===== src/rtl/adder_share_ctrl.sv =====
// ---------------------------------------------------------------------------
// adder_share_ctrl
//
// Time-shares one external combinational adder among NUM_REQ requesters.
// A round-robin arbiter picks one requester, its operands are registered onto
// the adder, the (WIDTH+1)-bit result is captured one cycle later, and it is
// returned on a single response channel tagged with the requester index.
//
// Handshake rules (all channels):
//   A transfer happens on a rising edge where valid & ready are both high.
//   A producer holds valid and its payload stable until that transfer.
//   Ready may be computed from valid but never from the payload.
//   req_ready is one-hot-or-zero; rsp_* are held stable while rsp_ready=0.
//
// Ports:
//   clk, rst        clock; synchronous active-high reset
//   req_valid/ready per-requester request handshake (NUM_REQ bits)
//   req_a/req_b     packed operands, requester i at [i*WIDTH +: WIDTH]
//   adder_a/adder_b registered operands driven to the shared adder
//   adder_sum       adder result, bit WIDTH is the carry-out
//   rsp_valid/ready response handshake
//   rsp_sum/carry   captured result
//   rsp_id          requester that owns the response
//   busy            high whenever a transaction is in EXEC or RESP
//   done_count      completed responses, wraps 0xFFFF -> 0
//   state_dbg       current controller state (IDLE=0, EXEC=1, RESP=2)
// ---------------------------------------------------------------------------
module adder_share_ctrl #(
  parameter int NUM_REQ  = 4,
  parameter int WIDTH    = 8,
  parameter int ID_WIDTH = 2
) (
  input  logic                     clk,
  input  logic                     rst,
  input  logic [NUM_REQ-1:0]       req_valid,
  output logic [NUM_REQ-1:0]       req_ready,
  input  logic [NUM_REQ*WIDTH-1:0] req_a,
  input  logic [NUM_REQ*WIDTH-1:0] req_b,
  output logic [WIDTH-1:0]         adder_a,
  output logic [WIDTH-1:0]         adder_b,
  input  logic [WIDTH:0]           adder_sum,
  output logic                     rsp_valid,
  input  logic                     rsp_ready,
  output logic [WIDTH-1:0]         rsp_sum,
  output logic                     rsp_carry,
  output logic [ID_WIDTH-1:0]      rsp_id,
  output logic                     busy,
  output logic [15:0]              done_count,
  output logic [1:0]               state_dbg
);

  typedef enum logic [1:0] {
    ST_IDLE = 2'd0,
    ST_EXEC = 2'd1,
    ST_RESP = 2'd2
  } state_t;

  state_t               state_q, state_d;
  logic [WIDTH-1:0]     adder_a_q, adder_a_d;
  logic [WIDTH-1:0]     adder_b_q, adder_b_d;
  logic [ID_WIDTH-1:0]  id_reg_q, id_reg_d;
  logic [ID_WIDTH-1:0]  last_grant_q, last_grant_d;
  logic                 rsp_valid_q, rsp_valid_d;
  logic [WIDTH-1:0]     rsp_sum_q, rsp_sum_d;
  logic                 rsp_carry_q, rsp_carry_d;
  logic [ID_WIDTH-1:0]  rsp_id_q, rsp_id_d;
  logic [15:0]          done_count_q, done_count_d;

  logic                 arb_en;
  logic                 grant_found;
  logic [ID_WIDTH-1:0]  grant_idx;
  logic                 accept;
  logic [WIDTH-1:0]     sel_a;
  logic [WIDTH-1:0]     sel_b;

  // Arbitration runs in IDLE, and in RESP only once the current response is
  // being consumed, so a new accept overlaps the response drain.
  assign arb_en = (state_q == ST_IDLE) || ((state_q == ST_RESP) && rsp_ready);

  // Round-robin search starting just after last_grant. Walking the offsets
  // from farthest to nearest lets the nearest valid requester win.
  always_comb begin
    int                  cand;
    logic [ID_WIDTH-1:0] cand_idx;
    grant_found = 1'b0;
    grant_idx   = '0;
    cand        = 0;
    cand_idx    = '0;
    for (int k = NUM_REQ; k >= 1; k--) begin
      cand     = (int'(last_grant_q) + k) % NUM_REQ;
      cand_idx = ID_WIDTH'(cand);
      if (req_valid[cand_idx]) begin
        grant_found = 1'b1;
        grant_idx   = cand_idx;
      end
    end
  end

  always_comb begin
    req_ready = '0;
    if (arb_en && grant_found) begin
      req_ready[grant_idx] = 1'b1;
    end
  end

  assign accept = |(req_valid & req_ready);
  assign sel_a  = req_a[grant_idx*WIDTH +: WIDTH];
  assign sel_b  = req_b[grant_idx*WIDTH +: WIDTH];

  // Next-state and datapath update.
  always_comb begin
    state_d      = state_q;
    adder_a_d    = adder_a_q;
    adder_b_d    = adder_b_q;
    id_reg_d     = id_reg_q;
    last_grant_d = last_grant_q;
    rsp_valid_d  = rsp_valid_q;
    rsp_sum_d    = rsp_sum_q;
    rsp_carry_d  = rsp_carry_q;
    rsp_id_d     = rsp_id_q;
    done_count_d = done_count_q;

    case (state_q)
      ST_IDLE: begin
        if (accept) begin
          state_d = ST_EXEC;
        end
      end
      ST_EXEC: begin
        // Operands have been on the adder for a full cycle; capture result.
        rsp_sum_d   = adder_sum[WIDTH-1:0];
        rsp_carry_d = adder_sum[WIDTH];
        rsp_id_d    = id_reg_q;
        rsp_valid_d = 1'b1;
        state_d     = ST_RESP;
      end
      ST_RESP: begin
        if (rsp_ready) begin
          done_count_d = done_count_q + 16'd1;
          rsp_valid_d  = 1'b0;
          state_d      = accept ? ST_EXEC : ST_IDLE;
        end
      end
      default: begin
        state_d = ST_IDLE;
      end
    endcase

    if (accept) begin
      adder_a_d    = sel_a;
      adder_b_d    = sel_b;
      id_reg_d     = grant_idx;
      last_grant_d = grant_idx;
    end
  end

  always_ff @(posedge clk) begin
    if (rst) begin
      state_q      <= ST_IDLE;
      adder_a_q    <= '0;
      adder_b_q    <= '0;
      id_reg_q     <= '0;
      last_grant_q <= ID_WIDTH'(NUM_REQ - 1);
      rsp_valid_q  <= 1'b0;
      rsp_sum_q    <= '0;
      rsp_carry_q  <= 1'b0;
      rsp_id_q     <= '0;
      done_count_q <= '0;
    end else begin
      state_q      <= state_d;
      adder_a_q    <= adder_a_d;
      adder_b_q    <= adder_b_d;
      id_reg_q     <= id_reg_d;
      last_grant_q <= last_grant_d;
      rsp_valid_q  <= rsp_valid_d;
      rsp_sum_q    <= rsp_sum_d;
      rsp_carry_q  <= rsp_carry_d;
      rsp_id_q     <= rsp_id_d;
      done_count_q <= done_count_d;
    end
  end

  assign adder_a    = adder_a_q;
  assign adder_b    = adder_b_q;
  assign rsp_valid  = rsp_valid_q;
  assign rsp_sum    = rsp_sum_q;
  assign rsp_carry  = rsp_carry_q;
  assign rsp_id     = rsp_id_q;
  assign done_count = done_count_q;
  assign busy       = (state_q != ST_IDLE);
  assign state_dbg  = state_q;

endmodule


===== config.mk =====
export PLATFORM = sky130hd
export DESIGN_NAME = adder_share_ctrl
export DESIGN_NICKNAME = d
export VERILOG_FILES = /design/src/rtl/adder_share_ctrl.sv
export SDC_FILE = /design/constraint.sdc
export NUM_CORES = 1
export LEC_CHECK = 0
export ABC_CLOCK_PERIOD_IN_PS = 1800
export BUFFER_PORTS_ARGS = -buffer_cell sky130_fd_sc_hd__buf_2
export CAP_MARGIN = 30
export CORE_AREA = 10 10 86 88
export DETAILED_ROUTE_END_ITERATION = 12
export DIE_AREA = 0 0 96 98
export PLACE_DENSITY = 0.82
export SYNTH_ARGS = -nofsm -noshare
export SYNTH_HDL_FRONTEND = slang
export SYNTH_SLANG_ARGS = --single-unit

===== constraint.sdc =====
create_clock -name clk -period 1.8 [get_ports clk]
set_input_delay 0.27 -clock clk [delete_from_list [all_inputs] [get_ports clk]]
set_output_delay 0.27 -clock clk [all_outputs]
set_load 0.01 [all_outputs]

# ---- After elaboration in Yosys (flattened, before gate mapping)
# Index checks and enable logic that the tools add are counted.
dict set report classes {
  add_sub_neg 5
  order_cmp 6
  n_eq_ne 4
  shifts 2
  muxes 25
  bitwise 1
  reduce_logical 11
}
# cell n
set ops {}
lappend ops {{variable part select 32 x 6 -> 8 bit} 2}
lappend ops {{adder 16 x 1 -> 16 bit (second input constant)} 1}
lappend ops {{< comparator 2 x 3 -> 1 bit (second input constant)} 5}
lappend ops {{2-to-1 mux 2 bit} 6}
lappend ops {{2-to-1 mux 1 bit} 11}
lappend ops {{binary-select mux 1 bit (select 2 bit)} 4}
lappend ops {{case mux 2 bit (3 select lines)} 1}
lappend ops {{AND reduction 2 bit} 3}
lappend ops {{adder 2 x 1 -> 2 bit (second input constant)} 2}
lappend ops {{adder 2 bit (second input constant)} 2}
lappend ops {{AND 4 bit} 1}
lappend ops {{2-to-1 mux 4 bit} 1}
lappend ops {{!= test 2 bit (second input constant)} 2}
lappend ops {{nonzero test 2 bit} 2}
lappend ops {{OR reduction 4 bit} 1}
lappend ops {{logical AND 1 bit} 3}
lappend ops {{demux 1 bit (select 2 bit)} 1}
lappend ops {{== test 2 x 1 -> 1 bit (second input constant)} 1}
lappend ops {{== test 2 bit (second input constant)} 1}
lappend ops {{greater-or-equal comparator 2 x 1 -> 1 bit (second input constant)} 1}
lappend ops {{zero test 2 bit} 1}
lappend ops {{case mux 1 bit (2 select lines)} 1}
lappend ops {{logical OR 1 bit} 1}
dict set report word_totals {
  reg_bits 50
  input_bits 80
  output_inout_bits 51
  elab_cells 64
}

# ---- Longest topological paths before layout
dict set report depth {
  ltp_word 17
  mapped_depth 8
  ltp_nobuf 6
}

# ---- Worst setup path after synthesis
# No wires, ideal clock.
dict set report synth_path {
  path_type {register to output}
  from {register state_q[1] (netlist: state_dbg[1])}
  to {output port req_ready[3]}
  arrival_time_ps 1538
  required_ps 1530
  slack_ps -8
  path_stages_with_launch 6
  path_buffers 2
  path_cell_list {dfxtp_1 -> clkbuf_1 -> a221oi_2 -> nand3_1 -> buf_2 -> nor2b_1}
}
dict set report synth_between {
  elab_chain_len 5
}
# element line_no
set synth_lines {}
lappend synth_lines {{start, declared} 58} ;# state_t state_q, state_d;
lappend synth_lines {{start signal, assigned} 170} ;# state_q <= state_d;
lappend synth_lines {{== test 2 bit} 78} ;# assign arb_en = (state_q == ST_IDLE) || ((state_q == ST_RESP) && rsp_ready);
lappend synth_lines {{logical AND 1 bit} 78}
lappend synth_lines {{logical OR 1 bit (*)} 78}
lappend synth_lines {{logical AND 1 bit (*)} 101} ;# if (arb_en && grant_found) begin
lappend synth_lines {{2-to-1 mux 4 bit (*)} 101}
lappend synth_lines {{end, declared} 36} ;# output logic [NUM_REQ-1:0] req_ready,
# Every way passes the cells marked *; elsewhere a longest branch is shown, timed or not.

# ---- Worst setup path in the final report
dict set report layout_path {
  from {register last_grant_q[1]}
  to {output port req_ready[1]}
}
dict set report layout_between {
  elab_chain_len 12
}
# element line_no
set layout_lines {}
lappend layout_lines {{start, declared} 62} ;# logic [ID_WIDTH-1:0] last_grant_q, last_grant_d;
lappend layout_lines {{start signal, assigned} 163} ;# last_grant_q <= ID_WIDTH'(NUM_REQ - 1);
lappend layout_lines {{start signal, assigned} 174} ;# last_grant_q <= last_grant_d;
lappend layout_lines {{adder 2 x 1 -> 2 bit} 90} ;# cand = (int'(last_grant_q) + k) % NUM_REQ;
lappend layout_lines {{binary-select mux 1 bit (select 2 bit)} 92} ;# if (req_valid[cand_idx]) begin
lappend layout_lines {{2-to-1 mux 1 bit (implied by the code)} 92}
lappend layout_lines {{2-to-1 mux 2 bit (4 in a row)} 92}
lappend layout_lines {{< comparator 2 x 3 -> 1 bit (implied by the code) / greater-or-equal comparator 2 x 1 -> 1 bit (equally long branches)} 102} ;# req_ready[grant_idx] = 1'b1;
lappend layout_lines {{logical AND 1 bit (implied by the code)} 102}
lappend layout_lines {{2-to-1 mux 1 bit (implied by the code)} 102}
lappend layout_lines {{demux 1 bit (select 2 bit)} 102}
lappend layout_lines {{2-to-1 mux 4 bit (*)} 101}
# Every way passes the cells marked *; elsewhere a longest branch is shown, timed or not. The select of a mux whose other input is x is not followed.

==> flow_metrics.py <==
metrics = {
    "status": {
        "status": "complete, but fails checks",
        "violations": "setup timing",
    },
    "pwr": {
        "power.density_mw_per_mm2": 794,
        "p_leak_nw": 1.75,
        "power.total_mw": 2.90,
        "peakVddDrop_v": 0.000448,
    },
    "synthesis": {
        "synth_area_mm2": 0.00250,
        "synth_top_area_cell": "dfxtp_1",
        "synthCells": 285,
        "synth_top_area_frac": 0.400,
        "synth.distinct_cells": 37,
        "syn_area_per_cell_um2": 8.78,
        "syn_nets": 366,
        "ys_warn_count": 0,
        "synth_area_leaders": "dfxtp_1, mux2i_1, a221oi_1",
        "synth.ff_latch_count": 50,
        "synth-seq-area-share": 0.400,
    },
    "floorplanning": {
        "die-area_mm2": 0.00941,
        "fp.dieW_um": 96,
        "num_rows": 28,
        "die_h_um": 98,
        "pin_count": 131,
        "initial_utilization": 0.436,
        "core_area_mm2": 0.00575,
    },
    "global_route": {
        "grt_pass1_vias": 2899,
        "grt_max_degree": 37,
        "grt_usage": 0.174,
        "grt_pass1_wl_um": 13500,
        "grt_antenna_before_repair": 0,
        "gr-total-overflow": 0,
    },
    "critical_path": {
        "worstPathArrival_ns": 1.63,
        "rr_endpoint": "adder_a[5]$_SDFFE_PP0P_",
        "cp_slowest_stage_delay_ns": 0.38,
        "start_kind": "flop",
        "worstRegToRegCells": 7,
        "path_max_fanout": 6,
        "r2r-start": "last_grant_q[1]$_SDFFE_PP1P_",
        "end_kind": "output port",
        "cp_slowest_cell": "dfxtp_4",
        "cp_data_required_time_ns": 1.53,
        "reg2reg_slack_ns": -0.03,
        "path_class": "flop to output port",
        "crit_path_cell_trace": "nand2b_4 -> a22o_1 -> a21o_4 -> buf_12 -> and2_4 -> buf_6",
    },
    "timing": {
        "finalMaxSlewViolations": 0,
        "finalCriticalPeriod_ns": 1.90,
        "worstMarginPinSlew_ns": 0.622,
        "fin_ws_ns": -0.0968,
        "fmax_ghz": 0.527,
        "fin_crit_sh": 1.05,
        "maxSlewHeadroom": 0.585,
        "final-setup-viol-count": 7,
        "clock_skew_ns": 0.00575,
        "hold_violations": 0,
        "grt_setup_unrepaired": "true",
    },
    "hold_path": {
        "holdCritStartpoint": "adder_sum[4]",
        "holdCritPathClass": "input pin to flop",
        "holdPathEnd": "rsp_sum[4]$_SDFFE_PP0P_",
        "worst_hold_path.num_cells": 3,
    },
    "placed_design": {
        "routabilityCongestion": 0.792,
        "dp_cells": 487,
        "placed_area_mm2": 0.00329,
        "io_buffers": 130,
        "hpwl_um": 6370,
        "pre_cts_slack_ns": -0.0587,
    },
    "layout": {
        "fin_nets": 508,
        "area_growth_pct": 46.0,
        "post-route-util": 0.636,
        "final_cells": 503,
        "layout_common_cells": "buf_2, dfxtp_1, nand2_1",
        "layout_commonest_cell": "buf_2",
        "final_area_mm2": 0.00365,
        "layout-drive-gt1-share": 0.446,
        "diodes": 0,
    },
    "job": {
        "drv_cap": 0,
    },
    "clocking": {
        "clock-sinks": 50,
        "cts_tree": "built",
        "holdBufCountCts": 0,
        "clk_pin_slew_ns": 0.09,
        "htree_levels": 2,
        "cts_made_buffers": 5,
        "cts.path.max_buffers": 2,
        "ctsRootBufferMaster": "clkbuf_8",
        "clock_latency_ns": 0.29,
    },
    "route": {
        "via_count": 2706,
        "drt_iter0_drc": 128,
        "dr.pass1.iters": 5,
        "routedWlPerCell_um": 16.9,
        "final_antenna_net_count": 0,
        "drt_drc_violations_left": 0,
        "via_per_inst": 5.38,
        "routed_wl_um": 8530,
    },
}
==> sequential cells by signal (all words and copies together) (netlist names) <==
signal / flops
done_count: 16
adder_a: 8
adder_b: 8
rsp_sum: 8
id_reg_q: 2
last_grant_q: 2
rsp_id: 2
state_dbg: 2
rsp_carry: 1
rsp_valid: 1
==> cell type report <==
class	count	area (um^2)
Fill cell	502	2090
Multi-Input combinational cell	209	1510
Sequential cell	50	1010
Timing Repair Buffer	156	928
Tap cell	75	93.8
Clock buffer	6	82.6
Inverter	5	18.8
Clock inverter	2	12.5
==> per-layer routing <==
metal,vias to the layer above,GRT usage,wire (um)
met5,-,0,0
met4,0,0.0522,189
met3,18,0.0858,1040
met2,138,0.297,4100
met1,1234,0.181,3190
li1,1316,-,-
==> Yosys cell counts, drive strengths merged <==
| library cell | n |
|---|---|
| nand3 | 6 |
| a221oi | 17 |
| nor2b | 3 |
| a211oi | 16 |
| nor3b | 1 |
| xnor2 | 4 |
| o22a | 1 |
| clkbuf | 13 |
| a21oi | 17 |
| inv | 5 |
| o21ai | 1 |
| a22o | 1 |
| nor3 | 3 |
| or2 | 3 |
| a221o | 1 |
| nand4b | 1 |
| buf | 8 |
| nand2 | 34 |
| dfxtp | 50 |
| a21o | 1 |
| nand2b | 2 |
| nor2 | 24 |
| and3 | 16 |
| o21bai | 17 |
| and4 | 3 |
| a31oi | 1 |
| and2 | 1 |
| or3b | 1 |
| nand3b | 2 |
| xor2 | 11 |
| mux2i | 17 |
| nand4 | 3 |
| ha | 1 |
==> stage by stage <==
stage,TNS [ns],hold slack (ns)
6_report,-0.377,0.204
5_1_grt,-0.982,0.196
4_1_cts,-1.54,0.190
3_5_place_dp,-0.0587,0.446
3_3_place_gp,0,0.439
2_1_floorplan,-0.00539,0.406
==> power breakdown <==
part	switching, mW	internal (mW)
Clock	0.371	0.310
Sequential	0.0645	1.20
Combinational	0.489	0.467
==> worst max-delay path by stage <==
stage	from	to	slack [ns]	cells past startpoint
after global placement	req_valid[3]	req_ready[3]	0.07	7
after CTS	last_grant_q[1]$_SDFFE_PP1P_	req_ready[3]	-0.14	6
after global routing	last_grant_q[1]$_SDFFE_PP1P_	req_ready[0]	-0.15	7
final	last_grant_q[1]$_SDFFE_PP1P_	req_ready[1]	-0.1	6
after detailed placement	last_grant_q[1]$_SDFFE_PP1P_	adder_b[2]$_SDFFE_PP0P_	-0.06	7
after floorplan	state_dbg[1]$_SDFFE_PP0P_	req_ready[0]	-0.005	4
==> worst max-delay path: cells and delay by family (launching register included) <==
kind	cells	cell delay [ns]
DFF	1	0.38
AOI/OAI and AO/OA	2	0.42
and+or+nand+nor	2	0.27
buffers and inverters	2	0.25
==> what timing repair did <==
item / in CTS / in global routing
gates cloned: 2 / 0
buffers inserted: 6 / 2
resized for setup: 6 / 31
pin swaps: 5 / 5
setup endpoints to repair: 6 / 20
==> cells by family (layout without fill, tap and decap cells) <==
family / Yosys count / count (layout) / share of synthesized area
AOI/OAI and AO/OA: 73 / 73 / 0.215
and+or+nand+nor: 103 / 103 / 0.201
buffers and inverters: 26 / 169 / 0.0580
xor gates and xnor gates: 15 / 15 / 0.0525
adders and majority gates: 1 / 1 / 0.00500
muxes: 17 / 17 / 0.0680
DFF: 50 / 50 / 0.400
No activity file was read; power rests on OpenSTA's default activity.
